### config.mk
export PLATFORM = sky130hd
export DESIGN_NAME = rgb_fader
export DESIGN_NICKNAME = d
export VERILOG_FILES = /design/src/rtl/rgb_fader_pkg.sv /design/src/rtl/rgb_fader_chan.sv /design/src/rtl/rgb_fader_counter.sv /design/src/rtl/rgb_fader.sv
export SDC_FILE = /design/constraint.sdc
export NUM_CORES = 1
export LEC_CHECK = 0
export CAP_MARGIN = 20
export CORE_ASPECT_RATIO = 0.6
export CORE_MARGIN = 4
export CORE_UTILIZATION = 40
export CTS_CLUSTER_SIZE = 20
export DETAILED_ROUTE_END_ITERATION = 6
export PLACE_DENSITY = 0.65
export SLEW_MARGIN = 15
export SYNTH_ARGS = -nofsm -noshare
export SYNTH_HDL_FRONTEND = slang
export SYNTH_HIERARCHICAL = 1
export SYNTH_SLANG_ARGS = --single-unit
### constraint.sdc
create_clock -name clk -period 5.01 [get_ports clk]
set_clock_uncertainty 0.1 [all_clocks]
set_input_delay 1.002 -clock clk [delete_from_list [all_inputs] [get_ports clk]]
set_output_delay 1.002 -clock clk [all_outputs]
set_load 0.05 [all_outputs]
### src/rtl/rgb_fader_pkg.sv
// Shared helpers for the rgb_fader block: PWM period derivation and
// channel slice positions inside the packed target bus.
package rgb_fader_pkg;

    // Number of counter ticks in one PWM period for a given duty width.
    // A duty of pwm_max() keeps the output high for the whole period.
    function automatic int pwm_max(input int nbpc);
        return (1 << nbpc) - 1;
    endfunction

    // Low bit of channel ch inside a packed NCH*NBPC bus.
    // Use as bus[chan_lo(ch, NBPC) +: NBPC].
    function automatic int chan_lo(input int ch, input int nbpc);
        return ch * nbpc;
    endfunction

endpackage

### src/rtl/rgb_fader_chan.sv
// One PWM channel: shadow target, current duty, linear fade step
// applied at each period boundary, and the registered compare output.
module rgb_fader_chan
    import rgb_fader_pkg::*;
#(
    parameter int NBPC = 8
) (
    input  logic            clk,
    input  logic            rst_n,
    input  logic            en,
    input  logic            load,
    input  logic [NBPC-1:0] target,
    input  logic [NBPC-1:0] fade_step,
    input  logic            boundary,
    input  logic [NBPC-1:0] count,
    output logic            pwm,
    output logic            busy
);

    logic [NBPC-1:0] shadow;
    logic [NBPC-1:0] duty;
    logic [NBPC-1:0] duty_next;
    logic [NBPC:0]   diff;
    logic            up;

    // Next duty value: jump when the step is zero or would reach/overshoot
    // the shadow, otherwise move one step toward it. The distance is
    // computed one bit wider so it never wraps.
    always_comb begin
        up        = (shadow > duty);
        diff      = up ? ({1'b0, shadow} - {1'b0, duty})
                       : ({1'b0, duty} - {1'b0, shadow});
        duty_next = duty;
        if ((fade_step == '0) || (diff <= {1'b0, fade_step})) begin
            duty_next = shadow;
        end else if (up) begin
            duty_next = duty + fade_step;
        end else begin
            duty_next = duty - fade_step;
        end
    end

    // Shadow capture: every load strobe overwrites it, even while disabled.
    always_ff @(posedge clk or negedge rst_n) begin
        if (!rst_n) begin
            shadow <= '0;
        end else if (load) begin
            shadow <= target;
        end
    end

    // Duty update only at a period boundary, so a period never changes
    // pulse width half way through. A load in the same cycle is not seen
    // here because shadow is still the old value.
    always_ff @(posedge clk or negedge rst_n) begin
        if (!rst_n) begin
            duty <= '0;
        end else if (boundary) begin
            duty <= duty_next;
        end
    end

    // Registered compare; forced low while disabled.
    always_ff @(posedge clk or negedge rst_n) begin
        if (!rst_n) begin
            pwm <= 1'b0;
        end else begin
            pwm <= en && (count < duty);
        end
    end

    assign busy = (duty != shadow);

endmodule

### src/rtl/rgb_fader_counter.sv
// Generic up-counter with synchronous clear: counts MIN..MAX in STEP
// increments while en is high and wraps back to MIN after MAX.
module rgb_fader_counter
    import rgb_fader_pkg::*;
#(
    parameter int W    = 8,
    parameter int MIN  = 0,
    parameter int MAX  = 254,
    parameter int STEP = 1
) (
    input  logic         clk,
    input  logic         rst_n,
    input  logic         clr,
    input  logic         en,
    output logic [W-1:0] value
);

    localparam logic [W-1:0] MIN_V  = W'(MIN);
    localparam logic [W-1:0] MAX_V  = W'(MAX);
    localparam logic [W-1:0] STEP_V = W'(STEP);

    // Count register: clear wins over enable; wrap once the next step
    // would pass MAX.
    always_ff @(posedge clk or negedge rst_n) begin
        if (!rst_n) begin
            value <= MIN_V;
        end else if (clr) begin
            value <= MIN_V;
        end else if (en) begin
            if (value > MAX_V - STEP_V) begin
                value <= MIN_V;
            end else begin
                value <= value + STEP_V;
            end
        end
    end

endmodule

### src/rtl/rgb_fader.sv
// N-channel PWM LED fader: shared prescaler and period counter, one
// rgb_fader_chan per channel, and the period/busy status outputs.
//
// load is a single-cycle strobe with no back-pressure: every cycle in
// which load is high captures target into the shadows; the last capture
// before a period boundary is the one the duties move toward.
module rgb_fader
    import rgb_fader_pkg::*;
#(
    parameter int NCH     = 3,
    parameter int NBPC    = 8,
    parameter int PRESC_W = 16
) (
    input  logic                clk,
    input  logic                rst_n,
    input  logic                en,
    input  logic [PRESC_W-1:0]  presc,
    input  logic [NBPC-1:0]     fade_step,
    input  logic                load,
    input  logic [NCH*NBPC-1:0] target,
    output logic [NCH-1:0]      pwm,
    output logic                busy,
    output logic                period_tick
);

    localparam int              MAX  = pwm_max(NBPC);
    localparam logic [NBPC-1:0] LAST = NBPC'(MAX - 1);

    logic [PRESC_W-1:0] presc_cnt;
    logic               tick;
    logic               cnt_en;
    logic               cnt_clr;
    logic               boundary;
    logic [NBPC-1:0]    count;
    logic [NCH-1:0]     chan_busy;

    assign tick     = en && (presc_cnt == presc);
    assign cnt_en   = tick && en;
    assign cnt_clr  = !en;
    assign boundary = tick && (count == LAST);

    // Prescaler: wraps on reaching presc, or immediately if presc was
    // lowered below the current count; held at 0 while disabled.
    always_ff @(posedge clk or negedge rst_n) begin
        if (!rst_n) begin
            presc_cnt <= '0;
        end else if (!en) begin
            presc_cnt <= '0;
        end else if (presc_cnt >= presc) begin
            presc_cnt <= '0;
        end else begin
            presc_cnt <= presc_cnt + 1'b1;
        end
    end

    rgb_fader_counter #(
        .W    (NBPC),
        .MIN  (0),
        .MAX  (MAX - 1),
        .STEP (1)
    ) u_counter (
        .clk   (clk),
        .rst_n (rst_n),
        .clr   (cnt_clr),
        .en    (cnt_en),
        .value (count)
    );

    // Period pulse: lines up with counter == 0 and the freshly updated duties.
    always_ff @(posedge clk or negedge rst_n) begin
        if (!rst_n) begin
            period_tick <= 1'b0;
        end else begin
            period_tick <= boundary;
        end
    end

    for (genvar i = 0; i < NCH; i++) begin : g_chan
        rgb_fader_chan #(
            .NBPC (NBPC)
        ) u_chan (
            .clk       (clk),
            .rst_n     (rst_n),
            .en        (en),
            .load      (load),
            .target    (target[chan_lo(i, NBPC) +: NBPC]),
            .fade_step (fade_step),
            .boundary  (boundary),
            .count     (count),
            .pwm       (pwm[i]),
            .busy      (chan_busy[i])
        );
    end

    assign busy = |chan_busy;

endmodule

==> results by group <==
Outcome
  • Status: complete, no violations

Timing
  • Final setup fails: 0
  • RSZ-0062 raised after global routing: false
  • Min Tclk post-route: 4.69 ns
  • Final Hold Slack: 0.421 ns
  • Total negative slack: 0 ns
  • Relative slew slack: 0.369
  • Worst Tran Pin Value: 0.940 ns
  • Period utilization: 0.937
  • Achievable Freq: 213 MHz
  • Slew Limit Fails: 0
  • Final-report hold violation count: 0

Setup path
  • CP Class: reg -> reg
  • Worst path bufs/invs: 2
  • Critical Path Sink Type: flop
  • Critical path's top delay family: compound AO/OA/AOI/OAI gates
  • CP max stage delay: 0.44 ns
  • Crit path max fanout: 9
  • Worst EP required: 5.15 ns
  • Worst-path cell chain: inv_1 -> ha_1 -> nand4_1 -> a211oi_1 -> o31a_2 -> mux2_2 -> a31oi_1 -> o21ai_0 -> xor2_1 -> ha_1 -> a21o_1 -> a21o_1 -> a2111oi_0 -> nor4_1 -> a211oi_4 -> buf_4 -> mux2i_1 -> a21oi_1
  • CP startpoint kind: flop
  • Slowest CP cell: ha_1
  • CP arrival: 4.84 ns

Detailed routing
  • Final WL: 23500 um
  • ANT nets after route: 0
  • Post-DR wirelength/cell: 18.0 um
  • Drt first pass iters: 7
  • DR iter-0 viols: 547
  • Vias per Instance: 5.55
  • Residual DRC count: 0
  • Vias: 7247

Logic synthesis
  • Mapped cell area: 8530 sq um
  • Yosys cell types: 91
  • Cells after Synth: 969
  • Synth warn: 6
  • Syn_nets: 1167
  • Main synth FF type: dfrtp_1
  • Mean Syn Cell Area: 8.81 sq um
  • Number of enable flip-flop cells after synthesis: 0
  • Yosys reg bits: 76
  • Sequential share of the synthesized area: 0.223
  • Async S/R FF share, synth: 1.00

Power
  • Power share of the combinational group: 0.343
  • Leakage Power: 4.64 nW
  • Reg power frac: 0.330
  • Peak supply drop: 0.163 mV
  • Clock power share: 0.327
  • Cell Pwr Density: 207 nW/um^2
  • Switching fraction of total power: 0.352
  • Cell Int Power: 1.30 mW
  • Sw power: 705 uW

Clock tree
  • CTS Sinks: 76
  • Clk slew on worst S/H paths: 0.07 ns
  • Setup Buffers After CTS: 0
  • Post-CTS Hold Buffers: 0
  • CTS root buf: clkbuf_16
  • CTS buffer count: 9
  • Clock Path Buffers: 2
  • Clock latency at the later pin of the worst-skew pair: 0.36 ns
  • CTS tree: done
  • H-tree depth: 3

Floorplanning
  • Std-Cell Rows: 41
  • DIE HEIGHT: 121 um
  • Starting density of the core: 0.407
  • Die width: 197 um
  • Full die area: 23800 sq um
  • I/O pin total: 57
  • Core Area: 21000 sq um

Layout
  • Most common cell after layout, fill and taps aside: ha_1
  • Final std cells w/o fill: 1306
  • Number of diodes: 0
  • Syn-to-layout area delta: 13.3%
  • Share of layout cells above drive strength 1: 0.0847
  • Final Instance Area: 9670 sq um
  • Commonest cells after routing, fill and taps aside: ha_1, inv_1, dfrtp_1
  • Nets@finish: 1220

Global route
  • GRT overflow: 0
  • Global-route wire length before repair: 37700 um
  • Initial antenna violation count: 0
  • Vias in the first global route: 6821
  • GRT Overall Usage: 0.200
  • Largest net degree at the start of global routing: 49

Place
  • Placed Cells: 1290
  • Buffers on Ports: 56
  • RD Place Congestion: 0.925
  • DP Area: 9380 sq um
  • Dpl hpwl: 18600 um

Run
  • Max-cap viol count: 0

Hold path
  • Hold crit path type: reg -> reg
through the flow:
step	worst slack [ns]	power, mW	util
after floorplan	0.732	1.15	-
after global placement	0.399	1.34	0.447
after detailed placement	0.236	1.34	0.447
after CTS	0.185	2.01	0.461
after global routing	0.0423	2.13	0.461
final	0.318	2.00	0.461
registers in the layout, indices dropped and copies added, names as in the netlist:
name,flops
g_chan.u_chan/pwm,3
presc_cnt,16
period_tick,1
g_chan.u_chan/duty,24
g_chan.u_chan/shadow,24
u_counter/value,8
cells in the mapped netlist (all sizes together), types with 7 or more instances:
library cell / n / area [sq um]
ha: 137 / 1710
inv: 121 / 454
dfrtp: 76 / 1900
nand2: 62 / 238
a21oi: 59 / 303
o21ai: 55 / 309
xnor2: 44 / 385
a21o: 40 / 300
nor2: 34 / 128
nand3: 31 / 155
nor3: 26 / 180
xor2: 21 / 184
buf: 20 / 164
nand4: 18 / 119
mux2i: 17 / 170
nand2b: 14 / 87.6
o221ai: 14 / 135
a31oi: 13 / 96.3
nor2b: 12 / 75.1
clkbuf: 11 / 41.3
a211oi: 10 / 105
or2: 10 / 65.1
fa: 9 / 180
o21a: 9 / 67.6
and3: 8 / 50.1
a2111oi: 7 / 81.3
mux2: 7 / 82.6
or3: 7 / 48.8
metal layers:
layer | vias to the layer above | GRT usage | part of all wire
li1 | 3573 | - | -
met1 | 3434 | 0.328 | 0.54
met2 | 224 | 0.263 | 0.38
met3 | 16 | 0.0438 | 0.071
met4 | 0 | 0.0353 | 0.0084
met5 | - | 0 | 0
power groups by stage:
stage	Clock (mW)	Sequential (mW)	Combinational, mW
after floorplan	0	0.668	0.480
after global placement	0	0.669	0.669
after detailed placement	0	0.670	0.675
after CTS	0.675	0.659	0.680
after global routing	0.702	0.663	0.763
final	0.655	0.660	0.686
cell type report:
class	count	area [sq um]
clock buffer	12	256
clock inverter	4	32.5
fill	2070	11300
inverter	121	454
multi-input combinational	741	5980
sequential	76	1900
tap	279	349
timing repair buffer	73	693
path summary, 6_finish.rpt:
check / startpoint / cells after the start / endpoint / slack [ns]
hold reg to reg: presc_cnt[0] / 1 / presc_cnt[0] / 0.42
setup / recovery: g_chan[0].u_chan/shadow[6] / 18 / g_chan[0].u_chan/duty[6] / 0.32
min in group asynchronous: rst_n / 1 / g_chan[2].u_chan/shadow[4] / 0.55
max in group asynchronous: rst_n / 2 / g_chan[2].u_chan/shadow[3] / 3.34
hold / removal: presc_cnt[0] / 1 / presc_cnt[0] / 0.42
setup reg to reg: g_chan[0].u_chan/shadow[6] / 18 / g_chan[0].u_chan/duty[6] / 0.32
timing repair:
action / CTS / global route
hold endpoints to repair: 0 / 0
endpoints found under the setup margin: 0 / 7
gates resized for setup: 0 / 1
cell families (layout without fill, tap and decap cells):
kind of cell             count (synthesis)  count (layout)  synth area share
AO/OA/AOI/OAI                          261             261             0.222
AND/OR/NAND/NOR                        244             244             0.157
buffers and inverters                  152             210            0.0773
adder cells (fa/ha/maj)                146             146             0.222
flip-flops                              76              76             0.223
XOR/XNOR                                66              66            0.0694
multiplexers                            24              24            0.0296
(Power assumes the default switching activity.)
